File: config.mk
export PLATFORM = sky130hd
export DESIGN_NAME = fetch_unit
export DESIGN_NICKNAME = d
export VERILOG_FILES = /design/src/rtl/fetch_unit.sv
export SDC_FILE = /design/constraint.sdc
export NUM_CORES = 1
export LEC_CHECK = 0
export CAP_MARGIN = 20
export CORE_ASPECT_RATIO = 1.75
export CORE_MARGIN = 4
export CORE_UTILIZATION = 40
export DETAILED_ROUTE_END_ITERATION = 8
export DONT_BUFFER_PORTS = 1
export HOLD_SLACK_MARGIN = 0.15
export MAX_ROUTING_LAYER = met4
export PLACE_DENSITY_LB_ADDON = 0.3
export SYNTH_ARGS = -nofsm -noshare
export SYNTH_HDL_FRONTEND = slang
export SYNTH_SLANG_ARGS = --single-unit
File: constraint.sdc
create_clock -name clk -period 2.75 [get_ports clk]
set_clock_uncertainty 0.15 [all_clocks]
set_input_delay 0.825 -clock clk [delete_from_list [all_inputs] [get_ports clk]]
set_output_delay 0.825 -clock clk [all_outputs]
set_load 0.005 [all_outputs]
File: src/rtl/fetch_unit.sv
// Instruction fetch: streams a program into the IROM, then fetches words for the decoder.
// Latency: an address issued in cycle t is presented in t+1; there is one bubble on entry to RUN.
// Backpressure: load_ready drops once the ROM is full; stall re-reads the same address; redirect wins over stall.
module fetch_unit #(
    parameter int          ADDR_W   = 8,
    parameter logic [31:0] RESET_PC = 32'h0000_0000,
    parameter logic [31:0] NOP_WORD = 32'h0000_0013
) (
    input  logic              clk,
    input  logic              rst,
    input  logic              setup,
    input  logic              load_valid,
    input  logic [31:0]       load_data,
    output logic              load_ready,
    input  logic [31:0]       first_addr,
    output logic              load_overflow,
    output logic [ADDR_W-1:0] irom_addr,
    output logic [31:0]       irom_wdata,
    output logic              irom_we,
    output logic              irom_re,
    input  logic [31:0]       irom_rdata,
    input  logic              stall,
    input  logic              redirect_valid,
    input  logic [31:0]       redirect_addr,
    output logic [31:0]       instr_out,
    output logic [31:0]       instr_pc,
    output logic [31:0]       instr_pc_plus4,
    output logic              instr_valid,
    output logic              misalign
);

    typedef enum logic [1:0] {
        IDLE = 2'd0,
        LOAD = 2'd1,
        RUN  = 2'd2
    } state_t;

    state_t            state;
    state_t            state_next;
    logic [31:0]       fa;
    logic [31:0]       fa_next;
    logic              valid_q;
    logic [ADDR_W:0]   load_ptr;
    logic              full;

    // The extra top bit of load_ptr marks a completely filled ROM.
    assign full = load_ptr[ADDR_W];

    // Next fetch address: redirect beats stall beats sequential. While nothing has
    // been presented yet (valid_q=0) fa is the first address to issue, so it is
    // not advanced; this yields exactly one bubble after entering RUN.
    always_comb begin
        fa_next = fa + 32'd4;
        if (redirect_valid) begin
            fa_next = redirect_addr & ~32'h3;
        end else if (stall || !valid_q) begin
            fa_next = fa;
        end
    end

    // Next-state and ROM-port decode.
    always_comb begin
        state_next = state;
        load_ready = 1'b0;
        irom_we    = 1'b0;
        irom_re    = 1'b0;
        irom_addr  = '0;
        irom_wdata = 32'h0;
        unique case (state)
            IDLE: begin
                state_next = setup ? LOAD : RUN;
            end
            LOAD: begin
                load_ready = ~full;
                irom_addr  = load_ptr[ADDR_W-1:0];
                if (load_valid && !full) begin
                    irom_we    = 1'b1;
                    irom_wdata = load_data;
                end
                if (!setup) begin
                    state_next = RUN;
                end
            end
            RUN: begin
                irom_re   = 1'b1;
                irom_addr = fa_next[ADDR_W+1:2];
                if (setup) begin
                    state_next = LOAD;
                end
            end
            default: begin
                state_next = IDLE;
            end
        endcase
    end

    // State register.
    always_ff @(posedge clk or posedge rst) begin
        if (rst) begin
            state <= IDLE;
        end else begin
            state <= state_next;
        end
    end

    // Fetch address, presented PC, load pointer and sticky/pulse flags.
    always_ff @(posedge clk or posedge rst) begin
        if (rst) begin
            fa            <= RESET_PC;
            instr_pc      <= RESET_PC;
            valid_q       <= 1'b0;
            load_ptr      <= '0;
            load_overflow <= 1'b0;
            misalign      <= 1'b0;
        end else begin
            misalign <= 1'b0;
            unique case (state)
                IDLE: begin
                    fa      <= RESET_PC;
                    valid_q <= 1'b0;
                    if (setup) begin
                        load_ptr      <= '0;
                        load_overflow <= 1'b0;
                    end
                end
                LOAD: begin
                    valid_q <= 1'b0;
                    if (irom_we) begin
                        load_ptr <= load_ptr + (ADDR_W+1)'(1);
                    end
                    if (load_valid && full) begin
                        load_overflow <= 1'b1;
                    end
                    if (!setup) begin
                        fa <= first_addr & ~32'h3;
                    end
                end
                RUN: begin
                    if (setup) begin
                        load_ptr      <= '0;
                        valid_q       <= 1'b0;
                        load_overflow <= 1'b0;
                    end else begin
                        fa       <= fa_next;
                        instr_pc <= fa_next;
                        valid_q  <= 1'b1;
                        misalign <= redirect_valid && (redirect_addr[1:0] != 2'b00);
                    end
                end
                default: begin
                    valid_q <= 1'b0;
                end
            endcase
        end
    end

    // The decoder sees a NOP whenever the ROM data is not a real fetch.
    assign instr_out      = valid_q ? irom_rdata : NOP_WORD;
    assign instr_valid    = valid_q;
    assign instr_pc_plus4 = instr_pc + 32'd4;

endmodule

# ---- Word level (Yosys, flattened, before mapping)
# Index checks and enable logic that the tools add are counted.
dict set report totals {
  output_inout_bits 142
  reg_bits 78
  input_bits 134
}
dict set report op_classes {
  n_bitwise 2
  n_eq_ne 8
  n_reduce_logical 16
  n_addsub 3
  mux 27
}
# cell count
set ops {}
lappend ops {{32-bit two-way mux} 7}
lappend ops {{32-bit case mux with 3 select lines} 1}
lappend ops {{32-bit by 3-bit adder with 32-bit output, second input constant} 2}
lappend ops {{9-bit two-way mux} 2}
lappend ops {{9-bit case mux with 2 select lines} 1}
lappend ops {{8-bit case mux with 2 select lines} 1}
lappend ops {{1-bit two-way mux} 10}
lappend ops {{2-bit inequality test, second input constant} 5}
lappend ops {{9-bit by 1-bit adder with 9-bit output, second input constant} 1}
lappend ops {{3-bit AND reduction} 3}
lappend ops {{2-bit two-way mux} 3}
lappend ops {{2-bit case mux with 3 select lines} 1}
lappend ops {{2-bit AND reduction} 2}
lappend ops {{2-bit nonzero test} 2}
lappend ops {{1-bit logical AND} 3}
lappend ops {{3-bit nonzero test} 1}
lappend ops {{2-bit by 1-bit equality test with 1-bit output, second input constant} 1}
lappend ops {{2-bit equality test, second input constant} 1}
lappend ops {{1-bit logical NOT} 2}
lappend ops {{2-bit logical NOT} 1}
lappend ops {{2-bit by 1-bit inequality test with 1-bit output, second input constant} 1}
lappend ops {{1-bit inverter} 2}
lappend ops {{1-bit case mux with 2 select lines} 1}
lappend ops {{2-bit OR reduction} 1}
lappend ops {{1-bit logical OR} 1}

# ---- Depth between registers and ports, before layout
# Gate-level depths: netlist of the first run.
dict set report depth {
  ltp_word 6
  mapped_depth 10
  depth_no_buf 8
}

# ---- Worst setup path after synthesis of the first run
# No wires, ideal clock.
dict set report synth_timing {
  kind {input-to-output}
  startpoint {input port stall}
  endpoint {output port irom_addr[6]}
  cell_stages 6
  arrival_ns 1.791
  t_required_ns 1.775
  slack_ns -0.016
  path_buffers 1
  path_cell_list {and4b_1 -> buf_4 -> nand4_1 -> xnor2_1 -> nor2_1 -> o31ai_1}
}
dict set report synth_between {
  elab_chain_cells 4
}
# element line
set synth_lines {}
lappend synth_lines {{from (decl)} 22} ;# input logic stall,
lappend synth_lines {{1-bit logical OR} 56} ;# end else if (stall || !valid_q) begin
lappend synth_lines {{32-bit two-way mux} 56}
lappend synth_lines {{32-bit two-way mux} 54} ;# if (redirect_valid) begin
lappend synth_lines {{8-bit case mux with 2 select lines} 69} ;# unique case (state)
lappend synth_lines {{to (decl)} 17} ;# output logic [ADDR_W-1:0] irom_addr,
# Every way passes these cells.

# ---- Worst setup path in the final report of the first run
dict set report layout_timing {
  startpoint {input port stall}
  endpoint {output port irom_addr[3]}
}
# Same word-level chain as after synthesis.

==> results.py, run 1 <==
metrics = {
    "finish": {
        "syn2layout_area_growth_pct": 22.3,
        "fillCellCount": 1344,
        "layout_commonest_cell": "dfrtp_1",
        "design_area_mm2": 0.00693,
        "drive_above_1_share": 0.220,
        "nets": 864,
        "final_cell_mix": "73 x dfrtp_1, 72 x buf_4, 66 x nand2_1",
        "final_cell_count_no_fill": 906,
    },
    "clock_tree": {
        "path_clk_slew_ns": 0.06,
        "clockBufferDepth": 2,
        "cts_sinks": 78,
        "cts_tree": "yes",
        "cts_buffers": 9,
        "clkLatencyLatePin_ns": 0.34,
        "cts_root_buf": "clkbuf_16",
        "htree_levels": 3,
    },
    "place": {
        "dpl_cell_area_mm2": 0.00613,
        "portBuffers": 0,
        "dp_cells": 865,
        "place.detailed.hpwl_mm": 15.7,
        "gp_congestion": 0.945,
    },
    "synth": {
        "synth_ff_type": "dfrtp_1",
        "async_reset_ff_frac": 1.00,
        "yosys_warnings": 0,
        "seq_area_frac_synth": 0.344,
        "synth.distinct_cells": 55,
        "syn_avg_cell_area_um2": 8.30,
        "syn_nets": 824,
        "synth-seq-cells": 78,
        "synth_edf_count": 0,
        "synthCells": 683,
        "synth_area_mm2": 0.00567,
    },
    "setup_path": {
        "path_max_fanout": 5,
        "cp_slowest_stage_delay_ns": 0.24,
        "crit_path_start_kind": "primary input",
        "critical_path_class": "primary input to output pin",
        "critical-path-top-delay-family": "simple AND/OR/NAND/NOR gates",
        "arrival_ns": 1.93,
        "cp_slowest_cell": "and4b_2",
        "cp_cell_sequence": "and4b_2 -> buf_4 -> buf_6 -> and2_4 -> o21ai_4 -> a32oi_1 -> nor2b_1",
        "critPathBufInv": 2,
        "cp_data_required_time_ns": 1.78,
        "end_kind": "output pin",
    },
    "floorplanning": {
        "fp-row-count": 57,
        "pin_count": 276,
        "start_util": 0.408,
        "dieArea_mm2": 0.0162,
        "die_w_um": 98.0,
        "die_h_um": 165,
        "core-area_mm2": 0.0139,
    },
    "power": {
        "power_switching_mw": 2.58,
        "p_seq_frac": 0.327,
        "intPower_mw": 3.55,
        "leakage_nw": 3.06,
        "swShare": 0.420,
        "vdd_drop_max_v": 0.000585,
        "p_per_area_mw_per_mm2": 884,
        "p_comb_frac": 0.463,
        "p_total_mw": 6.13,
        "p_clk_frac": 0.210,
    },
    "route": {
        "finalWirelength_mm": 20.5,
        "vias_per_cell": 6.14,
        "vias": 5562,
        "drt_iter0_markers": 401,
        "post_drt_wl_per_cell_um": 22.6,
        "drt_pre_antenna_iters": 6,
        "drc": 0,
        "postRouteAntennaNets": 0,
    },
    "global_routing": {
        "grt_max_degree": 49,
        "gr-total-overflow": 0,
        "grt_first_pass_wirelength_mm": 30.3,
        "antenna_found_initial": 2,
        "grt_use_total": 0.244,
        "grt_pass1_vias": 5419,
    },
    "sta": {
        "slew_violations": 0,
        "hold_ws_ns": 0.299,
        "final.min_clock_period_ns": 2.90,
        "setup-tns-final_ns": -1.15,
        "fmax_ghz": 0.344,
        "setup_viol": 13,
        "rsz0062_at_grt": "true",
        "period_share": 1.06,
        "worst_pin_slew_ns": 0.736,
        "fin_ws_ns": -0.153,
        "slew_headroom": 0.509,
        "finalHoldViolations": 0,
    },
    "worst_hold_path": {
        "hold_path_class": "primary input to async pin",
    },
    "status": {
        "status": "complete, but fails checks",
        "violations": "setup timing",
    },
    "run": {
        "drv_cap": 0,
    },
}
routing by layer:
| layer | GRT usage | part of all wire | vias to the layer above |
|---|---|---|---|
| li1 | - | - | 2570 |
| met1 | 0.263 | 0.36 | 2675 |
| met2 | 0.432 | 0.53 | 286 |
| met3 | 0.0673 | 0.089 | 31 |
| met4 | 0.0775 | 0.022 | 0 |
| met5 | - | 0 | - |
registers in the layout, indices dropped and copies added, names as in the netlist:
| register | cells |
|---|---|
| load_ptr | 9 |
| fa | 32 |
| instr_pc | 32 |
| load_overflow | 1 |
| instr_valid | 1 |
| state | 2 |
| misalign | 1 |
metrics by stage:
step	utilization	worst slack, ns
global route	0.498	-0.232
detailed placement	0.441	-0.250
CTS	0.478	-0.149
floorplan	-	0.0106
global placement	0.441	-0.214
finish	0.498	-0.153
cells by family after synthesis:
group | share of synthesized area
AND/OR/NAND/NOR | 0.304
AO/OA/AOI/OAI | 0.189
flip-flops | 0.344
buffers and inverters | 0.0499
XOR/XNOR | 0.0850
multiplexers | 0.0126
adder cells (fa/ha/maj) | 0.0155
power by group through the flow:
| stage | registers, mW | logic (mW) | clock network (mW) |
|---|---|---|---|
| finish | 2.00 | 2.83 | 1.29 |
| CTS | 1.98 | 2.69 | 1.32 |
| global placement | 1.96 | 2.57 | 0 |
| floorplan | 1.94 | 1.67 | 0 |
| global route | 2.06 | 3.12 | 1.36 |
| detailed placement | 1.99 | 2.61 | 0 |
final timing paths:
kind                       depth (start not counted)                       end                  from  slack (ns)
hold / removal                                     1   instr_pc[6]$_DFFE_PP0P_                   rst        0.30
max in group asynchronous                          2  instr_pc[22]$_DFFE_PP0P_                   rst        1.49
hold reg to reg                                    2   instr_pc[0]$_DFFE_PP0P_     fa[0]$_DFFE_PP0P_        0.38
min in group clk                                   2   instr_pc[0]$_DFFE_PP0P_     fa[0]$_DFFE_PP0P_        0.38
setup reg to reg                                   7        fa[23]$_DFFE_PP0P_  state[0]$_DFFE_PP0P_        0.29
setup / recovery                                   7              irom_addr[3]                 stall       -0.15
worst register-to-register path: cells and delay by family, from the launching register on:
kind | cells | cell delay (ns)
compound gates | 3 | 1.04
fa+ha+maj | 1 | 0.21
buf+inv | 2 | 0.32
flops | 1 | 0.38
simple gates | 1 | 0.22
layout make-up:
class,instances,area (um2),area share
Clock buffer,10,239,0.0345
Sequential cell,78,1960,0.283
Clock inverter,5,83.8,0.0121
Multi-Input combinational cell,539,3680,0.531
Antenna cell,2,5.00,0.000722
Inverter,11,45.0,0.00650
Tap cell,177,221,0.0320
Timing Repair Buffer,84,698,0.101
synthesized netlist by cell type, types with 6 or more instances:
cell type | instances | area share
a21oi_1 | 29 | 0.026
a222oi_1 | 12 | 0.021
a22oi_1 | 14 | 0.019
a31oi_1 | 6 | 0.0066
and2_1 | 36 | 0.040
and3_1 | 47 | 0.052
and4_1 | 7 | 0.011
buf_2 | 13 | 0.011
clkbuf_1 | 34 | 0.023
dfrtp_1 | 78 | 0.34
ha_1 | 7 | 0.015
inv_1 | 11 | 0.0073
mux2i_1 | 6 | 0.011
nand2_1 | 68 | 0.045
nand2b_1 | 11 | 0.012
nand3_1 | 31 | 0.027
nand4_1 | 30 | 0.033
nor2_1 | 35 | 0.023
nor2b_1 | 7 | 0.0077
nor3_1 | 8 | 0.0071
o21ai_0 | 58 | 0.051
o21ai_1 | 8 | 0.0071
xnor2_1 | 32 | 0.049
xor2_1 | 23 | 0.036
timing repair:
action	in CTS	in global routing
gates resized for setup	33	42
endpoints found under the setup margin	25	56
hold buffers	0	0
pin swaps	20	21
gates cloned	0	2
setup buffers	9	13
(Power assumes the default switching activity.)
==> run 2: changes to the inputs <==
--- a/config.mk
+++ b/config.mk
@@ -9,6 +9,7 @@
 export CORE_ASPECT_RATIO = 1.75
 export CORE_MARGIN = 4
 export CORE_UTILIZATION = 40
+export CTS_BUF_LIST = sky130_fd_sc_hd__clkbuf_8 sky130_fd_sc_hd__clkbuf_16
 export DETAILED_ROUTE_END_ITERATION = 8
 export DONT_BUFFER_PORTS = 1
 export HOLD_SLACK_MARGIN = 0.15
==> results of run 2 <==
Final layout, timing and power as in run 1 (identical DEF).
==> run 3: changes to the inputs <==
==> constraint.sdc (replaced) <==
create_clock -name clk -period 2.75 [get_ports clk]
set_clock_uncertainty 0.15 [all_clocks]
set_input_delay 0.825 -clock clk [delete_from_list [all_inputs] [get_ports clk]]
set_output_delay 0.825 -clock clk [all_outputs]
set_load 0.01 [all_outputs]
==> run 3 against run 2 <==
Net effect: the flow still finishes with violations (setup timing); non-clock buffer count up 11; maximum frequency decreased by 1.4%; die area did not move; via count rose by 1.1%; worst hold slack lost 0.035 ns; final cell count grew 1.2%; sequential cell count stayed put; critical endpoint is now irom_addr[7]; largest power group unchanged.
==> results.py, run 3 (synthesized netlist as in run 1, its figures left out) <==
metrics = {
    "setup_path": {
        "critPathBufInv": 2,
        "crit_path_start_kind": "primary input",
        "cp_slowest_cell": "and4b_2",
        "cp_slowest_stage_delay_ns": 0.32,
        "critical_path_class": "primary input to output pin",
        "end_kind": "output pin",
        "arrival_ns": 1.97,
        "cp_data_required_time_ns": 1.78,
        "critical-path-top-delay-family": "simple AND/OR/NAND/NOR gates",
        "cp_cell_sequence": "and4b_2 -> buf_6 -> nand3_2 -> xnor2_1 -> mux2i_1 -> o21ai_1 -> buf_4",
        "path_max_fanout": 5,
    },
    "finish": {
        "final_cell_count_no_fill": 917,
        "syn2layout_area_growth_pct": 27.1,
        "top_regs": "fa x32, instr_pc x32, load_ptr x9",
        "design_area_mm2": 0.00720,
        "regArea_mm2": 0.00196,
        "drive_above_1_share": 0.257,
        "final_cell_mix": "81 x buf_4, 74 x dfrtp_1, 65 x nand2_1",
        "layout_commonest_cell": "buf_4",
        "multi_input_area_mm2": 0.00384,
        "fillCellCount": 1299,
        "nets": 875,
        "postLayoutCoreUtil": 0.518,
    },
    "sta": {
        "worst_pin_slew_ns": 0.816,
        "fin_ws_ns": -0.193,
        "setup-tns-final_ns": -1.57,
        "fmax_ghz": 0.340,
        "slew_violations": 0,
        "period_share": 1.07,
        "final.min_clock_period_ns": 2.94,
        "finalHoldViolations": 0,
        "setup_viol": 16,
        "rsz0062_at_grt": "true",
        "slew_headroom": 0.456,
        "hold_ws_ns": 0.264,
    },
    "clock_tree": {
        "cts_tree": "yes",
        "cts_hold_buf": 0,
        "clockBufferDepth": 2,
        "htree_levels": 3,
        "path_clk_slew_ns": 0.06,
        "clkLatencyLatePin_ns": 0.34,
        "cts_buffers": 9,
        "cts_sinks": 78,
        "cts_root_buf": "clkbuf_16",
    },
    "route": {
        "finalWirelength_mm": 20.7,
        "postRouteAntennaNets": 0,
        "drt_pre_antenna_iters": 5,
        "drt_iter0_markers": 465,
        "post_drt_wl_per_cell_um": 22.6,
        "vias_per_cell": 6.13,
        "vias": 5623,
        "drc": 0,
    },
    "place": {
        "dp_cells": 878,
        "dpl_worst_slack_ns": -0.188,
        "place.detailed.hpwl_mm": 16.0,
        "portBuffers": 0,
        "gp_congestion": 0.948,
        "dpl_cell_area_mm2": 0.00624,
    },
    "floorplanning": {
        "start_util": 0.408,
        "dieArea_mm2": 0.0162,
        "die_h_um": 165,
        "fp-row-count": 57,
        "core-area_mm2": 0.0139,
        "die_w_um": 98.0,
        "pin_count": 276,
    },
    "power": {
        "p_total_mw": 6.60,
        "p_per_area_mw_per_mm2": 916,
        "power_switching_mw": 2.85,
        "p_comb_frac": 0.492,
        "leakage_nw": 3.19,
        "p_seq_frac": 0.303,
        "intPower_mw": 3.75,
        "p_clk_frac": 0.205,
        "vdd_drop_max_v": 0.000591,
        "swShare": 0.432,
    },
    "global_routing": {
        "grt_first_pass_wirelength_mm": 30.9,
        "antenna_found_initial": 1,
        "grt_pass1_vias": 5533,
        "gr-total-overflow": 0,
        "grt_use_total": 0.249,
        "grt_max_degree": 49,
    },
    "run": {
        "drv_cap": 0,
    },
    "status": {
        "violations": "setup timing",
        "status": "complete, but fails checks",
    },
    "worst_hold_path": {
        "hold_path_class": "primary input to async pin",
    },
}
## run 3: changes by cell type in the layout (fill, tap and decap cells not counted), sizes merged
cell      before  now
diode          2    1
buf           83   95
clkbuf        11   12
clkinvlp       3    1
clkinv         1    2
## run 3: worst paths after layout
path	start	endpoint	slack, ns	cells after the start
setup / recovery	stall	irom_addr[7]	-0.19	7
hold / removal	rst	fa[9]$_DFFE_PP0P_	0.26	1
hold reg to reg	load_ptr[1]$_DFFE_PP0P_	load_ptr[1]$_DFFE_PP0P_	0.39	2
max in group asynchronous	rst	load_ptr[0]$_DFFE_PP0P_	1.54	2
min in group clk	load_ptr[1]$_DFFE_PP0P_	load_ptr[1]$_DFFE_PP0P_	0.39	2
setup reg to reg	state[0]$_DFFE_PP0P_	fa[28]$_DFFE_PP0P_	0.34	10
## run 3: layout make-up
class	instances	share of cell area
well taps	177	0.0308
multi-input cells	539	0.533
flip-flops and latches	78	0.272
clock inverters	4	0.0108
diodes	1	0.000347
clock buffers	12	0.0370
inverters	11	0.00625
repair buffers	95	0.110
## run 3: repair_timing
item	in CTS	in global routing
resized for setup	48	51
buffers inserted	10	12
endpoints found under the hold margin	0	0
pin swaps	19	28
setup endpoints to repair	65	64
## run 3: power groups by stage
stage / clock (mW) / combinational [mW] / sequential (mW)
after global routing: 1.42 / 3.54 / 2.06
after floorplan: 0 / 1.82 / 2.02
after detailed placement: 0 / 2.90 / 1.99
final: 1.35 / 3.24 / 2.00
after global placement: 0 / 2.84 / 1.97
after CTS: 1.38 / 3.06 / 1.98
## run 3: per-layer routing
metal	wire length [um]	track usage	up-vias
met5	0	-	-
met4	769	0.0951	0
met3	1710	0.0639	49
met2	10900	0.439	274
met1	7350	0.269	2705
li1	-	-	2595
